--- src/rtl/sha256_block_sched.sv ---
`timescale 1ns/1ps
`default_nettype none
// ============================================================================
// Module : sha256_block_sched
// Buffers 16-word message blocks, sequences the SHA-256 round core (init + 68
// EN cycles per block) and presents the latched digest on a valid/ready port.
// Rev    : 1.0
// ============================================================================
module sha256_block_sched #(
    parameter int BLK_CYCLES = 68,
    parameter int LOAD_WORDS = 16
) (
    input  logic         clk,
    input  logic         rst_n,
    input  logic         s_valid,
    output logic         s_ready,
    input  logic [31:0]  s_data,
    input  logic         s_last,
    output logic         core_init,
    output logic         core_en,
    output logic [31:0]  core_idata,
    input  logic         core_busy,
    input  logic [255:0] core_hash,
    output logic         d_valid,
    input  logic         d_ready,
    output logic [255:0] d_digest,
    output logic         err
);

    localparam int c_wptr_w = $clog2(LOAD_WORDS);
    localparam int c_rcnt_w = $clog2(BLK_CYCLES);
    localparam logic [c_wptr_w-1:0] c_wlast     = c_wptr_w'(LOAD_WORDS - 1);
    localparam logic [c_rcnt_w-1:0] c_rload     = c_rcnt_w'(LOAD_WORDS - 1);
    localparam logic [c_rcnt_w-1:0] c_rbusy_end = c_rcnt_w'(BLK_CYCLES - 2);
    localparam logic [c_rcnt_w-1:0] c_rlast     = c_rcnt_w'(BLK_CYCLES - 1);

    typedef enum logic [2:0] {
        S_IDLE  = 3'd0,
        S_FILL  = 3'd1,
        S_INIT  = 3'd2,
        S_RUN   = 3'd3,
        S_LATCH = 3'd4,
        S_OUT   = 3'd5
    } state_t;

    state_t                state_q, state_d;
    logic [c_wptr_w-1:0]   wcnt_q, wcnt_d;
    logic [c_rcnt_w-1:0]   rcnt_q, rcnt_d;
    logic                  full_q, full_d;
    logic                  last_blk_q, last_blk_d;
    logic                  cur_last_q, cur_last_d;
    logic                  first_q, first_d;
    logic                  live_q, live_d;
    logic                  d_valid_q, d_valid_d;
    logic [255:0]          d_digest_q, d_digest_d;
    logic                  err_q, err_d;
    logic [31:0]           buf_q [LOAD_WORDS];
    logic [31:0]           buf_d [LOAD_WORDS];

    logic                  w_accept;
    logic                  w_wrap;
    logic                  w_run;
    logic                  w_busy_win;

    assign w_run      = (state_q == S_RUN);
    assign w_busy_win = w_run && (rcnt_q >= c_rload) && (rcnt_q <= c_rbusy_end);

    // live_q keeps s_ready low while reset is asserted and for the first cycle after
    assign s_ready  = live_q && !full_q && (!w_run || (int'(rcnt_q) >= LOAD_WORDS));
    assign w_accept = s_valid && s_ready;
    assign w_wrap   = w_accept && (wcnt_q == c_wlast);

    assign core_en    = w_run;
    assign core_init  = (state_q == S_INIT);
    assign core_idata = (w_run && (int'(rcnt_q) < LOAD_WORDS)) ? buf_q[rcnt_q[c_wptr_w-1:0]] : 32'd0;
    assign d_valid    = d_valid_q;
    assign d_digest   = d_digest_q;
    assign err        = err_q;

    always_comb begin
        state_d    = state_q;
        wcnt_d     = wcnt_q;
        rcnt_d     = rcnt_q;
        full_d     = full_q;
        last_blk_d = last_blk_q;
        cur_last_d = cur_last_q;
        first_d    = first_q;
        live_d     = 1'b1;
        d_valid_d  = d_valid_q;
        d_digest_d = d_digest_q;
        buf_d      = buf_q;

        if (w_accept) begin
            buf_d[wcnt_q] = s_data;
            wcnt_d        = w_wrap ? '0 : wcnt_q + 1'b1;
        end
        if (w_wrap) begin
            full_d     = 1'b1;
            last_blk_d = s_last;
        end

        // Transitions look at full_d so a block completing this edge starts without a bubble
        case (state_q)
            S_IDLE, S_FILL: begin
                if (full_d) begin
                    if (first_q) begin
                        state_d = S_INIT;
                    end else begin
                        state_d    = S_RUN;
                        cur_last_d = last_blk_d;
                    end
                end
            end
            S_INIT: begin
                state_d    = S_RUN;
                cur_last_d = last_blk_d;
            end
            S_RUN: begin
                rcnt_d = rcnt_q + 1'b1;
                if (rcnt_q == c_rload) begin
                    full_d = 1'b0;
                end
                if (rcnt_q == c_rlast) begin
                    rcnt_d  = '0;
                    state_d = S_LATCH;
                end
            end
            S_LATCH: begin
                if (cur_last_q) begin
                    d_digest_d = core_hash;
                    d_valid_d  = 1'b1;
                    first_d    = 1'b1;
                    state_d    = S_OUT;
                end else begin
                    first_d = 1'b0;
                    if (full_d) begin
                        state_d    = S_RUN;
                        cur_last_d = last_blk_d;
                    end else begin
                        state_d = S_FILL;
                    end
                end
            end
            S_OUT: begin
                if (d_ready) begin
                    d_valid_d = 1'b0;
                    state_d   = full_d ? S_INIT : S_IDLE;
                end
            end
            default: state_d = S_IDLE;
        endcase

        err_d = err_q || (w_busy_win && !core_busy) || (!w_run && core_busy);
    end

    always_ff @(posedge clk or negedge rst_n) begin
        if (!rst_n) begin
            state_q    <= S_IDLE;
            wcnt_q     <= '0;
            rcnt_q     <= '0;
            full_q     <= 1'b0;
            last_blk_q <= 1'b0;
            cur_last_q <= 1'b0;
            first_q    <= 1'b1;
            live_q     <= 1'b0;
            d_valid_q  <= 1'b0;
            d_digest_q <= '0;
            err_q      <= 1'b0;
        end else begin
            state_q    <= state_d;
            wcnt_q     <= wcnt_d;
            rcnt_q     <= rcnt_d;
            full_q     <= full_d;
            last_blk_q <= last_blk_d;
            cur_last_q <= cur_last_d;
            first_q    <= first_d;
            live_q     <= live_d;
            d_valid_q  <= d_valid_d;
            d_digest_q <= d_digest_d;
            err_q      <= err_d;
        end
    end

    always_ff @(posedge clk) begin
        buf_q <= buf_d;
    end

endmodule
`default_nettype wire

--- config.mk ---
export PLATFORM = sky130hd
export DESIGN_NAME = sha256_block_sched
export DESIGN_NICKNAME = d
export VERILOG_FILES = /design/src/rtl/sha256_block_sched.sv
export SDC_FILE = /design/constraint.sdc
export NUM_CORES = 1
export LEC_CHECK = 0
export CAP_MARGIN = 20
export CORE_AREA = 2 2 236 238
export CTS_CLUSTER_SIZE = 12
export DETAILED_ROUTE_END_ITERATION = 8
export DIE_AREA = 0 0 238 240
export GPL_TIMING_DRIVEN = 1
export PLACE_DENSITY_LB_ADDON = 0.05
export SETUP_SLACK_MARGIN = 0.2
export SKIP_CTS_REPAIR_TIMING = 1
export SYNTH_ARGS = -nofsm -noshare
export SYNTH_HDL_FRONTEND = slang
export SYNTH_SLANG_ARGS = --single-unit
--- constraint.sdc ---
create_clock -name clk -period 6.4 [get_ports clk]
set_clock_uncertainty 0.2 [all_clocks]
set_input_delay 0.96 -clock clk [delete_from_list [all_inputs] [get_ports clk]]
set_output_delay 0.96 -clock clk [all_outputs]
set_load 0.005 [all_outputs]
---- Word-level counts from Yosys, hierarchy flattened ----
Cells that the tools add are included.
operators by class
  reduce and logical (&&, ||, !) cells .... 24
  muxes and demuxes ....................... 30
  magnitude comparators ................... 7
  add/sub/neg operators ................... 2
  bitwise logic cells ..................... 2
  eq/ne operators ......................... 13
operators with widths
  kind                   number
  $bwmux W512            1
  $bmux W32 S4           1
  $demux W32 S4          1
  $mux W32               4
  $pmux W3 S5            1
  $mux W1                12
  $mux W3                4
  $ge A5 B5 Y1 const B   2
  $logic_and A1 B1 Y1    10
  $not A4 Y5             2
  $reduce_and A3 Y1      3
  $ne A2 B2 Y1 const B   4
  $add A7 B1 Y7 const B  1
  $eq A7 B4 Y1 const B   1
  $eq A7 B7 Y1 const B   1
  $ge A7 B4 Y1 const B   1
  $ge A7 B5 Y1 const B   1
  $le A7 B7 Y1 const B   1
  $lt A7 B5 Y1 const B   1
  $mux W7                1
  $eq A3 B2 Y1 const B   2
  $eq A3 B3 Y1 const B   2
  $lt A5 B1 Y1 const B   1
  $add A4 B1 Y4 const B  1
  other kinds (14)       19
storage, ports and cells
  output and inout port bits .............. 293
  bits of input ports ..................... 294
  register bits ........................... 789

---- Depth between registers and ports, before layout ----
  depth in word-level cells ............... 10
  depth in mapped cells ................... 7

---- Worst setup path before layout ----
No wires, ideal clock.
  path kind ............................... input port to flip-flop
  from .................................... in s_valid
  to ...................................... reg buf_q[384] (netlist name), enable pin
  path slack .............................. 2.229 ns
  data arrival time ....................... 3.510 ns
  library setup time ...................... 0.461 ns
  path buffers ............................ 0
  cell stages on the path ................. 3
  data required time ...................... 5.739 ns
  cell sequence ........................... o211a_1 nand2_1 nor3_1
between the ends
  cells in the longest elaborated chain, start to end .. 1
RTL lines
  what                  RTL line  RTL
  from (decl)           15        input logic s_valid,
  $logic_and A1 B1 Y1   70        assign w_accept = s_valid && s_ready;
  to (signal assigned)  185       buf_q <= buf_d;
  to (decl)             57        logic [31:0] buf_q [LOAD_WORDS];
Every way passes these cells.
A chain may end at the register's enable or synchronous reset.

---- Worst setup path after layout ----
  from .................................... reg state_q[0]
  to ...................................... out core_idata[0]
between the ends
  cells in the longest elaborated chain, start to end .. 3
RTL lines
  what                    RTL line  RTL
  from (decl)             46        state_t state_q, state_d;
  from (signal assigned)  170       state_q <= state_d;
  $eq A3 B2 Y1            65        assign w_run = (state_q == S_RUN);
  $logic_and A1 B1 Y1     75        assign core_idata = (w_run && (int'(rcnt_q) < LOAD_WORDS)) ? buf_q[rcnt_q[c_wptr_w-1:0]] : 32'd0;
  $mux W32                75
  to (decl)               21        output logic [31:0] core_idata,
Every way passes these cells.

==> run_results.csv <==
group,metric,value,unit
run_status,status,"finished clean",
finish,multi_input_area,7410,um2
placed_design,postPlaceCellArea,36800,um2
critical_path,reg2reg_slack,3130,ps
sta,whs,70.3,ps
sta,fin_crit_sh,82.5,%
critical_path,crit_path_top_delay_cell,"nand3_1",
critical_path,path_max_fanout,17,
synth,yosysUniqueCellTypes,46,
route,drt_iter0_drc,1476,
global_route,grt_usage,31.8,%
sta,finalHoldViolCount,0,
power,ir_worst_vdd,0.293,mV
die,dieArea,57100,um2
synth,synth_top_flop_cell,"edfxtp_1",
finish,seqCellArea,22300,um2
route,routed_via_density,5.83,
clock_network,clk_pin_slew_worst_paths,60,ps
clock_network,clk_latency,600,ps
critical_path,r2r-start,"state_q[0]$_DFFE_PN0P_",
sta,worst_pin_slew,1080,ps
placed_design,hpwl,61.9,mm
route,vias,16700,
finish,syn_to_final_growth,30.2,%
sta,fmax,0.189,GHz
finish,fin_nets,2401,
critical_path,worst-setup-path-type,"register to output port",
synth,ys_seq_elements,789,
clock_network,clockBufferDepth,3,
synth,yosysSeqAreaShare,74.0,%
placed_design,io_buffers,586,
synth,synthCells,1479,
finish,final_cell_mix,"585 x clkdlybuf4s50_1, 512 x edfxtp_1, 274 x dfrtp_1",
finish,drive_gt1_share,13.3,%
route,drc_errors,0,
die,fp.dieW,238,um
finish,finalInstanceArea,39300,um2
worst_hold_path,worstHoldPathType,"input pin to asynchronous set/reset pin",
critical_path,timing.rr.end,"buf_q[27]$_DFFE_PP_",
clock_network,cts.sinks,789,
power,p_leak,15.3,nW
clock_network,cts-root-buf,"clkbuf_16",
synth,syn_area,30200,um2
critical_path,critPathLaunchType,"register",
sta,period_needed,5280,ps
sta,drv_slew,0,
synth,synth_nets,1779,
route,ant_nets,0,
sta,slew_headroom,27.8,%
route,drt_pass1_iterations,5,
synth,synth.avg_cell_area,20.4,um2
critical_path,r2r_cells,5,
global_route,grt_pass1_vias,16900,
die,die_h,240,um
critical_path,arrival,4120,ps
critical_path,path_cells,"nand3b_1 > inv_2 > nand3_1 > o22ai_1 > clkdlybuf4s50_1",
route,drt-total-wl,90.7,mm
die,initial_core_util,55.2,%
clock_network,cts_tree,"built",
job,cap_viol_max_count,0,
critical_path,worstSetupEndpointType,"output port",
sta,fin_setup_tns,0,ps
placed_design,gp_congestion,0.896,
critical_path,crit_path_max_incr_delay,790,ps
die,ios,587,
synth,synthArstFlopShare,35.1,%
finish,final_common_cell,"clkdlybuf4s50_1",
sta,rsz0062_at_grt,"no",
sta,setup_viol,0,
clock_network,htreeDepth,3,
power,pwr_density_cell,334,nW/um2
global_route,grt_start_max_net_pins,168,
die,rows,86,
global_route,grt_first_pass_wirelength,125,mm
clock_network,numCtsBuffers,81,
route,routedWlPerCell,31.6,um
finish,fillers,3389,
die,fp.coreArea,54700,um2
synth,synth-edff-count,512,
global_route,overflow,0,
global_route,antenna_found_initial,23,
critical_path,required,5240,ps
synth,yosysWarnings,0,
==> layer usage <==
| layer | track usage [%] | part of all wire [%] | up-vias |
|---|---|---|---|
| li1 | - | - | 7103 |
| met1 | 41.5 | 38 | 8688 |
| met2 | 46.3 | 45 | 773 |
| met3 | 15.2 | 13 | 150 |
| met4 | 12.7 | 3.8 | 24 |
| met5 | 0.866 | 0.22 | - |
==> state kept, by name, indices dropped and copies added, names as in the netlist <==
name        count
state_q         3
full_q          1
cur_last_q      1
first_q         1
d_digest      256
buf_q         512
d_valid         1
rcnt_q          7
err             1
last_blk_q      1
live_q          1
wcnt_q          4
==> stage by stage <==
| stage | cells | setup WS (ps) | total power [mW] | util, % |
|---|---|---|---|---|
| 6_report | 2869 | 1120 | 13.1 | 71.9 |
| 5_1_grt | 2864 | 1050 | 13.6 | 71.8 |
| 4_1_cts | 2859 | 1100 | 13.2 | 71.8 |
| 3_5_place_dp | 2722 | 1770 | 8.84 | 67.4 |
| 3_3_place_gp | 2722 | 1950 | 8.81 | 67.4 |
| 2_1_floorplan | 1479 | 2230 | 7.58 | - |
==> worst max-delay path, delay by kind of cell (launching register included) <==
family	cells	cell delay, ps
flip-flops	1	560
AO/OA/AOI/OAI	1	760
buffers and inverters	2	980
AND/OR/NAND/NOR	2	1230
==> cell usage after synthesis, drive strengths merged (3+ instances only) <==
master	n	share of area, %
a211oi	5	0.12
edfxtp	512	51
ha	6	0.25
nand3	6	0.10
mux2i	66	2.2
o21ai	12	0.20
o22ai	34	0.71
mux2	256	9.6
a21oi	9	0.15
nand2b	4	0.083
nand2	14	0.17
mux4	128	9.6
clkbuf	19	0.24
a31oi	3	0.062
dfrtp	276	23
inv	16	0.20
o41ai	3	0.087
or3	3	0.062
nor3	7	0.13
buf	60	1.4
nor2	18	0.22
==> power by group <==
group          leakage [nW]  internal [mW]  switching (mW)
logic                  5.70           1.56            1.36
registers              8.43           5.56           0.246
clock network          1.19           2.53            1.86
==> worst max path at each step <==
stage / startpoint / end / slack [ps] / depth (start not counted)
after floorplan: s_valid / buf_q[384]$_DFFE_PP_ / 2230 / 3
after global placement: state_q[0]$_DFFE_PN0P_ / core_idata[0] / 1950 / 5
after detailed placement: state_q[0]$_DFFE_PN0P_ / core_idata[0] / 1770 / 5
after CTS: state_q[0]$_DFFE_PN0P_ / core_idata[0] / 1100 / 5
after global routing: state_q[0]$_DFFE_PN0P_ / core_idata[0] / 1050 / 5
final: state_q[0]$_DFFE_PN0P_ / core_idata[0] / 1120 / 5
==> cell type report <==
| type | count | area share [%] |
|---|---|---|
| inverters | 16 | 0.156 |
| diodes | 10 | 0.0637 |
| well taps | 704 | 2.24 |
| multi-input cells | 595 | 18.9 |
| clock inverters | 15 | 0.280 |
| repair buffers | 618 | 15.7 |
| flip-flops and latches | 789 | 56.8 |
| clock buffers | 122 | 5.92 |
==> cells by family (layout without fill, tap and decap cells) <==
family | count (synthesis) | after routing | synth area share [%]
xor+xnor | 3 | 3 | 0.0871
compound gates | 74 | 74 | 1.56
buf+inv | 95 | 771 | 1.83
other cells | 1 | 11 | 0.0124
simple gates | 61 | 61 | 1.00
fa+ha+maj | 6 | 6 | 0.249
mux | 450 | 450 | 21.3
flops | 789 | 789 | 74.0
Power figures use the tool's default switching activity.
